`src/rtl/alu_arbiter.sv`:
```
// alu_arbiter: round-robin arbiter/sequencer sharing one combinational 4-bit ALU
// between two requesters, with saturating per-opcode statistics counters.
module alu_arbiter #(
    parameter int CNT_W = 8
) (
    input  logic             clk,
    input  logic             rst_n,
    input  logic [1:0]       req_valid,
    output logic [1:0]       req_ready,
    input  logic [3:0]       req0_in1,
    input  logic [3:0]       req0_in2,
    input  logic [1:0]       req0_op,
    input  logic [3:0]       req1_in1,
    input  logic [3:0]       req1_in2,
    input  logic [1:0]       req1_op,
    output logic [1:0]       rsp_valid,
    input  logic [1:0]       rsp_ready,
    output logic [3:0]       rsp_result,
    output logic             rsp_error,
    output logic [3:0]       alu_in1,
    output logic [3:0]       alu_in2,
    output logic [1:0]       alu_op,
    input  logic [3:0]       alu_out,
    input  logic             alu_err,
    output logic             busy,
    output logic [CNT_W-1:0] cnt_add,
    output logic [CNT_W-1:0] cnt_sub,
    output logic [CNT_W-1:0] cnt_nand,
    output logic [CNT_W-1:0] cnt_xor,
    output logic [CNT_W-1:0] cnt_err
);

    typedef enum logic [1:0] {
        S_IDLE,
        S_EXEC,
        S_RESP
    } state_t;

    state_t           r_state;
    state_t           w_next;
    logic             r_last_gnt;
    logic             r_owner;
    logic [3:0]       r_in1;
    logic [3:0]       r_in2;
    logic [1:0]       r_op;
    logic [3:0]       r_result;
    logic             r_error;
    logic [CNT_W-1:0] r_cnt_add;
    logic [CNT_W-1:0] r_cnt_sub;
    logic [CNT_W-1:0] r_cnt_nand;
    logic [CNT_W-1:0] r_cnt_xor;
    logic [CNT_W-1:0] r_cnt_err;
    logic             w_gnt;
    logic             w_gnt_en;
    logic             w_capture;
    logic             w_err;

    function automatic logic [CNT_W-1:0] sat_inc(input logic [CNT_W-1:0] v);
        return (v == '1) ? v : v + CNT_W'(1);
    endfunction

    // A lone requester always wins; on a tie the one not served last wins.
    always_comb begin
        w_gnt = req_valid[1];
        if (req_valid == 2'b11) begin
            w_gnt = ~r_last_gnt;
        end
    end

    // Logic operations (op[1]=1) have no meaningful overflow.
    assign w_err = alu_err & ~r_op[1];

    always_ff @(posedge clk or negedge rst_n) begin
        if (!rst_n) begin
            r_state <= S_IDLE;
        end else begin
            r_state <= w_next;
        end
    end

    always_comb begin
        w_next    = r_state;
        req_ready = '0;
        rsp_valid = '0;
        w_gnt_en  = 1'b0;
        w_capture = 1'b0;
        case (r_state)
            S_IDLE: begin
                if (rst_n && (req_valid != 2'b00)) begin
                    w_gnt_en         = 1'b1;
                    req_ready[w_gnt] = 1'b1;
                    w_next           = S_EXEC;
                end
            end
            S_EXEC: begin
                w_capture = 1'b1;
                w_next    = S_RESP;
            end
            S_RESP: begin
                rsp_valid[r_owner] = 1'b1;
                if (rsp_ready[r_owner]) begin
                    w_next = S_IDLE;
                end
            end
            default: w_next = S_IDLE;
        endcase
    end

    always_ff @(posedge clk or negedge rst_n) begin
        if (!rst_n) begin
            r_last_gnt <= 1'b1;
            r_owner    <= 1'b0;
            r_in1      <= '0;
            r_in2      <= '0;
            r_op       <= '0;
            r_result   <= '0;
            r_error    <= 1'b0;
        end else begin
            if (w_gnt_en) begin
                r_last_gnt <= w_gnt;
                r_owner    <= w_gnt;
                r_in1      <= w_gnt ? req1_in1 : req0_in1;
                r_in2      <= w_gnt ? req1_in2 : req0_in2;
                r_op       <= w_gnt ? req1_op  : req0_op;
            end
            if (w_capture) begin
                r_result <= alu_out;
                r_error  <= w_err;
            end
        end
    end

    always_ff @(posedge clk or negedge rst_n) begin
        if (!rst_n) begin
            r_cnt_add  <= '0;
            r_cnt_sub  <= '0;
            r_cnt_nand <= '0;
            r_cnt_xor  <= '0;
            r_cnt_err  <= '0;
        end else if (w_capture) begin
            case (r_op)
                2'd0:    r_cnt_add  <= sat_inc(r_cnt_add);
                2'd1:    r_cnt_sub  <= sat_inc(r_cnt_sub);
                2'd2:    r_cnt_nand <= sat_inc(r_cnt_nand);
                default: r_cnt_xor  <= sat_inc(r_cnt_xor);
            endcase
            if (w_err) begin
                r_cnt_err <= sat_inc(r_cnt_err);
            end
        end
    end

    assign busy       = (r_state != S_IDLE);
    assign rsp_result = r_result;
    assign rsp_error  = r_error;
    assign alu_in1    = r_in1;
    assign alu_in2    = r_in2;
    assign alu_op     = r_op;
    assign cnt_add    = r_cnt_add;
    assign cnt_sub    = r_cnt_sub;
    assign cnt_nand   = r_cnt_nand;
    assign cnt_xor    = r_cnt_xor;
    assign cnt_err    = r_cnt_err;

endmodule

```
`config.mk`:
```
export PLATFORM = sky130hd
export DESIGN_NAME = alu_arbiter
export DESIGN_NICKNAME = d
export VERILOG_FILES = /design/src/rtl/alu_arbiter.sv
export SDC_FILE = /design/constraint.sdc
export NUM_CORES = 1
export LEC_CHECK = 0
export CELL_PAD_IN_SITES_DETAIL_PLACEMENT = 0
export CELL_PAD_IN_SITES_GLOBAL_PLACEMENT = 1
export CORE_MARGIN = 2
export CORE_UTILIZATION = 35
export DETAILED_ROUTE_END_ITERATION = 12
export PLACE_DENSITY_LB_ADDON = 0.1
export SLEW_MARGIN = 20
export SYNTH_ARGS = -nofsm -noshare
export SYNTH_HDL_FRONTEND = slang
export SYNTH_SLANG_ARGS = --single-unit
```
`constraint.sdc`:
```
create_clock -name clk -period 2 [get_ports clk]
set_clock_uncertainty 0.2 [all_clocks]
set_input_delay 0.2 -clock clk [delete_from_list [all_inputs] [get_ports clk]]
set_output_delay 0.2 -clock clk [all_outputs]
set_load 0.02 [all_outputs]
```
* Word-level counts from Yosys, hierarchy flattened *
Index checks and enable logic that the tools add are counted.

cells by class
  eq/ne operators = 12
  $lt $le $gt $ge = 4
  add/sub/neg operators = 5
  reduce and logical (&&, ||, !) cells = 14
  mux-type cells = 19
  bitwise logic cells = 9

operators with widths
  kind                                                                          count
  8-bit by 1-bit adder with 8-bit output, second input constant                 5
  8-bit == test, second input constant                                          5
  3-bit AND reduction                                                           5
  2-bit two-way mux                                                             6
  1-bit two-way mux                                                             8
  4-bit two-way mux                                                             2
  1-bit NOT                                                                     8
  2-bit == test, second input constant                                          3
  2-bit case mux with 3 select lines                                            1
  2-bit by 1-bit == test with 1-bit output, second input constant               2
  2-bit zero test                                                               2
  1-bit by 2-bit less-than comparator with 1-bit output, second input constant  2
  2-bit != test, second input constant                                          2
  2-bit nonzero test                                                            2
  1-bit logical AND                                                             3
  3-bit OR reduction                                                            1
  1-bit demux with 1-bit select                                                 2
  1-bit greater-or-equal comparator, second input constant                      2
  2-bit AND reduction                                                           1
  1-bit bitwise AND                                                             1

storage, ports and cells
  input bits = 31
  logic and storage cells = 76
  output and inout bits = 60
  register bits = 59

* Longest topological paths before layout *
Gate-level depths: netlist of the first run.

  depth after elaboration = 8
  mapped depth = 5
  gate-level depth less buffers = 5

* Least setup slack after synthesis of the first run *
Ideal clock, no wire load.

  path type = reg-to-reg
  from = reg r_cnt_add[0], in the netlist cnt_add[0]
  to = reg r_cnt_add[1], in the netlist cnt_add[1]
  clock period less this slack = 1.920 ns
  path slack = 0.080 ns
  buffers on the path = 0
  setup time = 0.125 ns
  data arrival time = 1.595 ns
  cell stages (with the launch flop) = 6
  required time = 1.675 ns
  cell sequence = dfrtp_1 > ha_1 > nand4_1 > or3_1 > nand2_1 > mux2_2

on the way
  word-level cells in the longest chain between the ends = 3
  elaborated cells between the ends (all ways) = 4
  classes of those cells = 1 x add/sub; 1 x eq/ne; 1 x bitwise; 1 x reduce/logical

RTL lines
  element                                                                                         RTL line  text
  start, declared                                                                                 48        logic [CNT_W-1:0] r_cnt_add;
  start signal, assigned                                                                          142       2'd0: r_cnt_add <= sat_inc(r_cnt_add);
  parallel branches: the longest is 3 deep, another holds 8-bit by 1-bit adder with 8-bit output  --

Parallel ways; which one is timed is not known.
A chain may end at the register's enable or synchronous reset.

* Worst setup path after layout of the first run *
  from = reg r_op[1], in the netlist alu_op[1]
  to = out alu_op[1]

RTL lines
  element                 RTL line  text
  start, declared         45        logic [1:0] r_op;
  start signal, assigned  124       r_op <= w_gnt ? req1_op : req0_op;
  end, declared           22        output logic [1:0] alu_op,

No word-level cell between the ends.

==> results of run 1 <==
per-layer routing:
layer / vias to the layer above / global-route usage / share of wire
met4: 0 / 0.06522 / 0.011
met3: 8 / 0.05399 / 0.070
met2: 61 / 0.2200 / 0.45
met5: - / 0 / 0
li1: 1120 / - / -
met1: 1018 / 0.1884 / 0.47
cells by family (layout without fill, tap and decap cells):
group                    Yosys count  in the layout  share of synthesized area
buffers and inverters              9            124                    0.01248
XOR/XNOR                          20             20                    0.06241
flip-flops                        59             59                     0.5265
adder cells (fa/ha/maj)            5              5                    0.02229
AND/OR/NAND/NOR                  102            102                     0.1993
multiplexers                      25             25                    0.09853
AO/OA/AOI/OAI                     35             35                    0.07847
cells in the mapped netlist (3+ instances only):
library cell   n  area share
a21oi_1        7       0.012
a31oi_1        5       0.011
and3_1         7       0.016
and4bb_2       3       0.013
dfrtp_1       58        0.52
ha_1           5       0.022
inv_1          6      0.0080
mux2_2        13       0.052
mux2i_1       10       0.036
nand2_1       45       0.060
nand3_1       13       0.023
nand4_1        3      0.0067
nor2_1         8       0.011
nor3_1         3      0.0053
o21ai_0       14       0.025
xnor2_1       10       0.031
xor2_1        10       0.031
sequential cells by signal, indices dropped and copies added (netlist names):
name	count
cnt_add	8
cnt_err	8
cnt_nand	8
cnt_sub	8
cnt_xor	8
alu_in1	4
alu_in2	4
rsp_result	4
alu_op	2
r_state	2
r_last_gnt	1
r_owner	1
rsp_error	1
worst max-delay path by stage:
stage | endpoint | cells past startpoint | slack (ps) | start
finish | alu_op[1] | 1 | 100 | alu_op[1]$_DFFE_PN0P_
global route | alu_op[1] | 1 | 7 | alu_op[1]$_DFFE_PN0P_
CTS | rsp_valid[0] | 4 | -7 | r_state[1]$_DFFE_PN0P_
detailed placement | req_ready[1] | 5 | -100 | req_valid[0]
global placement | req_ready[0] | 5 | -50 | req_valid[1]
floorplan | cnt_add[1]$_DFFE_PN0P_ | 5 | 80 | cnt_add[0]$_DFFE_PN0P_
cell usage in the layout (no fill, tap or decap), drive strengths merged, types with 3 or more instances in the layout:
cell           Yosys  layout
xor2              10      10
ha                 5       5
nand3             15      15
nand4              3       3
xnor2             10      10
dfrtp             58      58
clkdlybuf4s50      0      85
inv                6       6
mux2i             10      10
nor3               3       3
and4               4       4
mux2              15      15
o21ai             14      14
buf                1      14
and3               7       7
clkbuf             2      13
nor2               8       8
nand2             45      45
a31oi              5       5
a21oi              7       7
and4bb             3       3
layout make-up:
cell class | instances | area [µm²]
Fill cell | 735 | 3685
Sequential cell | 59 | 1478
Multi-Input combinational cell | 187 | 1296
Timing Repair Buffer | 103 | 975.9
Clock buffer | 10 | 127.6
Tap cell | 102 | 127.6
Clock inverter | 5 | 55.05
Inverter | 6 | 22.52
where the power goes:
group | switching [µW] | leakage [µW] | internal [µW]
Combinational | 961 | 0.000982 | 979
Clock | 450 | 0.0000881 | 564
Sequential | 322 | 0.000772 | 1530
Total | 1730 | 0.00184 | 3080
through the flow:
stage / cells / setup slack (ps)
4_1_cts: 472 / -7.331
5_1_grt: 472 / 6.748
3_3_place_gp: 456 / -47.49
3_5_place_dp: 456 / -96.93
6_report: 472 / 102.3
2_1_floorplan: 255 / 80.42
repair_timing:
action	CTS	global route
pin swaps	0	1
setup endpoints to repair	4	5
endpoints found under the hold margin	58	0
hold buffers	1	0
resized for setup	9	5
gates cloned	0	0
==> metrics.md, run 1 <==
| Metric | Value |
|---|---|
| Initial Utilization | `0.3613` |
| Final ANT Viol Nets | `0` |
| CP max stage delay | `a little under 700 ps` |
| Number of post-CTS setup repair buffers | `0` |
| Mapped Avg Cell Area | `between 10 and 15 µm²` |
| VDD IR max | `496.9 µV` |
| Asr flop ratio synth | `1.000` |
| Worst Hold Class | `input pin to flip-flop` |
| RSZ-0062 raised after global routing | `no` |
| Clock sinks | `59` |
| Pins Over Slew Limit | `0` |
| Core region area | `around 0.0078 mm²` |
| Maximum fanout along the worst path | `8` |
| WHS | `about 200 ps` |
| Crit-path slowest cell | `clkdlybuf4s50_1` |
| FF-to-FF setup slack | `around 120 ps` |
| Hpwl dp | `about 4.5 mm` |
| Initial antenna violation count | `0` |
| WHS Path Cells | `3` |
| Post-synth top flop | `dfrtp_1` |
| Hold Path Origin | `alu_out[2]` |
| Die Y | `about 94 µm` |
| Vias in the first global route | `around 2100` |
| # setup viols final | `0` |
| Clock Tree Buf Depth | `2` |
| Netlist cell types | `42` |
| Seq cells post-synth | `just under 60` |
| Vias per cell | `4.676` |
| Util after Layout | `0.5256` |
| Placer Congestion | `slightly below 0.8` |
| Crit end category | `primary output` |
| Layout cells sized above 1 | `0.1622` |
| Lkg Pwr | `0.001842 µW` |
| Cells along the critical path | `clkdlybuf4s50_1` |
| # nets final | `approximately 400` |
| Vias | `between 2000 and 2500` |
| Crit Reg-Reg Endpoint | `cnt_add[1]$_DFFE_PN0P_` |
| Hold Crit Endpoint | `rsp_result[2]$_DFFE_PN0P_` |
| Critical path buffer and inverter count | `1` |
| Total wire length | `about 6 mm` |
| Cell family with most CP delay | `buffers and inverters` |
| Setup_tns | `0 ps` |
| Global-route wire length before repair | `9.901 mm` |
| Clk slew on worst S/H paths | `about 60 ps` |
| Die W | `93.55 µm` |
| Sequential-to-total area share from yosys stat | `0.5265` |
| Clock root buffer | `clkbuf_8` |
| Pre-antenna DRT Iters | `4` |
| Tot Pwr | `just under 5000 µW` |
| Startpoint types | `flip-flop` |
| Latest clock arrival within the worst-skew pair | `330 ps` |
| Clock tree from TritonCTS | `built` |
| Status | `finished, final reports clean` |
| Final Hold Fails | `0` |
| # diodes | `0` |
| Max cap viols | `0` |
| GRT Total Usage | `0.1463` |
| Input/output buffers | `90` |
| I/O pins | `a little over 90` |
| DRC Markers | `0` |
| Syn. warnings | `0` |
| CTS Buf Count | `9` |
| Max Fclk | `between 500 and 600 MHz` |
| Slew Limit Headroom | `0.5068` |
| Critical path class | `flip-flop to primary output` |
| Die footprint | `0.008751 mm²` |
| FF-to-FF Start | `cnt_add[1]$_DFFE_PN0P_` |
| Wire per inst | `roughly 13 µm` |
| PD cells | `1178 mW/mm²` |
| Final instance area | `about 0.0041 mm²` |
| Site row count | `32` |
| Final worst path period share | `0.9488` |
| Area of the mapped netlist | `between 0.002 and 0.003 mm²` |
| CTS HTree Levels | `3` |
| GRT overflow | `0` |
| Syn nets | `~290` |
| Required @ worst endpoint | `roughly 1600 ps` |
| Post-DP Area | `0.003908 mm²` |
| Data arrival, critical path | `approximately 1500 ps` |
| FF-to-FF path depth | `5` |
| Synthesized instance count | `roughly 260` |
| Largest net degree at the start of global routing | `60` |
| Final min period | `1898 ps` |
| Initial DRC Count | `roughly 80` |
| Worst-margin pin slew | `about 740 ps` |
| Area Growth Syn to Fin | `45.47%` |
| EDFF count, synth | `0` |
Power figures use the tool's default switching activity.
==> run 2, diff against run 1 <==
CORE_ASPECT_RATIO = 0.5   (was not set)
clock period = 2.1 ns   (was 2 ns; I/O delays follow)
==> metrics.md, run 2 (synthesized netlist as in run 1, its figures left out) <==
| Metric | Value |
|---|---|
| Pre-antenna DRT Iters | `4` |
| Clock tree from TritonCTS | `built` |
| Util after Layout | `0.5348` |
| Vias | `2250` |
| Max Fclk | `about 490 MHz` |
| Clock sinks | `59` |
| Crit end category | `primary output` |
| I/O pins | `between 90 and 100` |
| Final ANT Viol Nets | `0` |
| Data arrival, critical path | `about 1600 ps` |
| GRT overflow | `0` |
| Setup_tns | `0 ps` |
| Worst-margin pin slew | `755.3 ps` |
| Placer Congestion | `0.7694` |
| GRT Total Usage | `0.1583` |
| Required @ worst endpoint | `around 1700 ps` |
| Final worst path period share | `0.9657` |
| Vias per cell | `roughly 4.7` |
| Site row count | `23` |
| Fill cell count | `a little over 700` |
| Pins Over Slew Limit | `0` |
| # diodes | `0` |
| Worst Hold Class | `input pin to flip-flop` |
| Max cap viols | `0` |
| Die W | `between 100 and 150 µm` |
| Maximum fanout along the worst path | `3` |
| Commonest cells after routing, fill and taps aside | `clkdlybuf4s50_1, dfrtp_1, nand2_1, o21ai_0` |
| Number of post-CTS setup repair buffers | `0` |
| Clock root buffer | `clkbuf_16` |
| Hpwl dp | `roughly 4.8 mm` |
| Final instance area | `0.004217 mm²` |
| Critical path class | `input pin to primary output` |
| Initial Utilization | `0.3559` |
| Die footprint | `about 0.009 mm²` |
| Largest net degree at the start of global routing | `60` |
| # setup viols final | `0` |
| RSZ-0062 raised after global routing | `no` |
| Register area | `roughly 0.0015 mm²` |
| DRC Markers | `0` |
| Total wire length | `approximately 6.4 mm` |
| Startpoint types | `input pin` |
| Post-DP Area | `roughly 0.004 mm²` |
| Global-route wire length before repair | `roughly 10 mm` |
| Pre-CTS setup slack | `-50.27 ps` |
| PD cells | `1213 mW/mm²` |
| CTS HTree Levels | `3` |
| Die Y | `around 67 µm` |
| Status | `finished, final reports clean` |
| # nets final | `400` |
| Clock Tree Buf Depth | `2` |
| Initial antenna violation count | `0` |
| Wire per inst | `between 10 and 15 µm` |
| Area Growth Syn to Fin | `50.25%` |
| Final min period | `roughly 2000 ps` |
| Commonest non-fill, non-tap cell in the layout | `clkdlybuf4s50_1` |
| CTS Buf Count | `9` |
| Tot Pwr | `roughly 5100 µW` |
| Clk slew on worst S/H paths | `roughly 50 ps` |
| Final Hold Fails | `0` |
| Multi-input gate area | `0.001294 mm²` |
| VDD IR max | `504.5 µV` |
| Core region area | `between 0.007 and 0.008 mm²` |
| Layout cells sized above 1 | `0.1436` |
| Initial DRC Count | `91` |
| Vias in the first global route | `around 2100` |
| Latest clock arrival within the worst-skew pair | `320 ps` |
| Slew Limit Headroom | `0.4965` |
| Worst Setup Slack, final | `72.03 ps` |
| Input/output buffers | `90` |
| Lkg Pwr | `~0.0019 µW` |
[run 2: cell type report]
type                       count  share of cell area
clock buffer                  15             0.06588
clock inverter                 1            0.007122
inverter                       6            0.005341
multi-input combinational    187              0.3068
sequential                    59              0.3504
tap                          112             0.03323
timing repair buffer         101              0.2312
[run 2: metal layers]
layer	routed length [µm]	global-route usage	vias to the layer above
met2	3028	0.2572	48
met5	0	0	-
li1	-	-	1118
met3	323	0.06339	6
met1	2985	0.1941	1078
met4	68	0.05585	0
[run 2: worst paths after layout]
check	start	endpoint	slack, ps	cells after the start
setup / recovery	rst_n	req_ready[1]	70	6
setup reg to reg	r_state[1]$_DFFE_PN0P_	cnt_add[7]$_DFFE_PN0P_	160	5
hold reg to reg	alu_in2[2]$_DFFE_PN0P_	alu_in2[2]$_DFFE_PN0P_	270	2
min in group asynchronous	rst_n	cnt_add[3]$_DFFE_PN0P_	480	3
hold / removal	alu_out[1]	rsp_result[1]$_DFFE_PN0P_	220	3
max in group asynchronous	rst_n	alu_in2[3]$_DFFE_PN0P_	710	3
[run 2: report_power, final]
| part | switching [µW] | total [µW] | internal, µW | leakage, µW |
|---|---|---|---|---|
| registers | 308 | 1770 | 1460 | 0.000772 |
| logic | 917 | 1850 | 935 | 0.000973 |
| clock network | 475 | 1490 | 1020 | 0.000150 |
| total | 1700 | 5110 | 3410 | 0.00189 |
[run 2: worst max-delay path, cell delays in order]
cell and delay [ps]:
dlygate4sd3_1 540, buf_2 160, o211ai_1 150, inv_1 90, and2_1 170, clkdlybuf4s15_1 290
[run 2: timing repair]
action                     in CTS  in global routing
hold buffers                    1                  0
resized for setup               4                  4
setup endpoints to repair       4                  3
hold endpoints to repair       58                  0
[run 2: stage by stage]
| step | hold slack, ps | cells |
|---|---|---|
| finish | 216.2 | 481 |
| global route | 231.3 | 481 |
| CTS | 202.1 | 481 |
| detailed placement | 264.9 | 464 |
| global placement | 259.0 | 464 |
| floorplan | -285.6 | 255 |
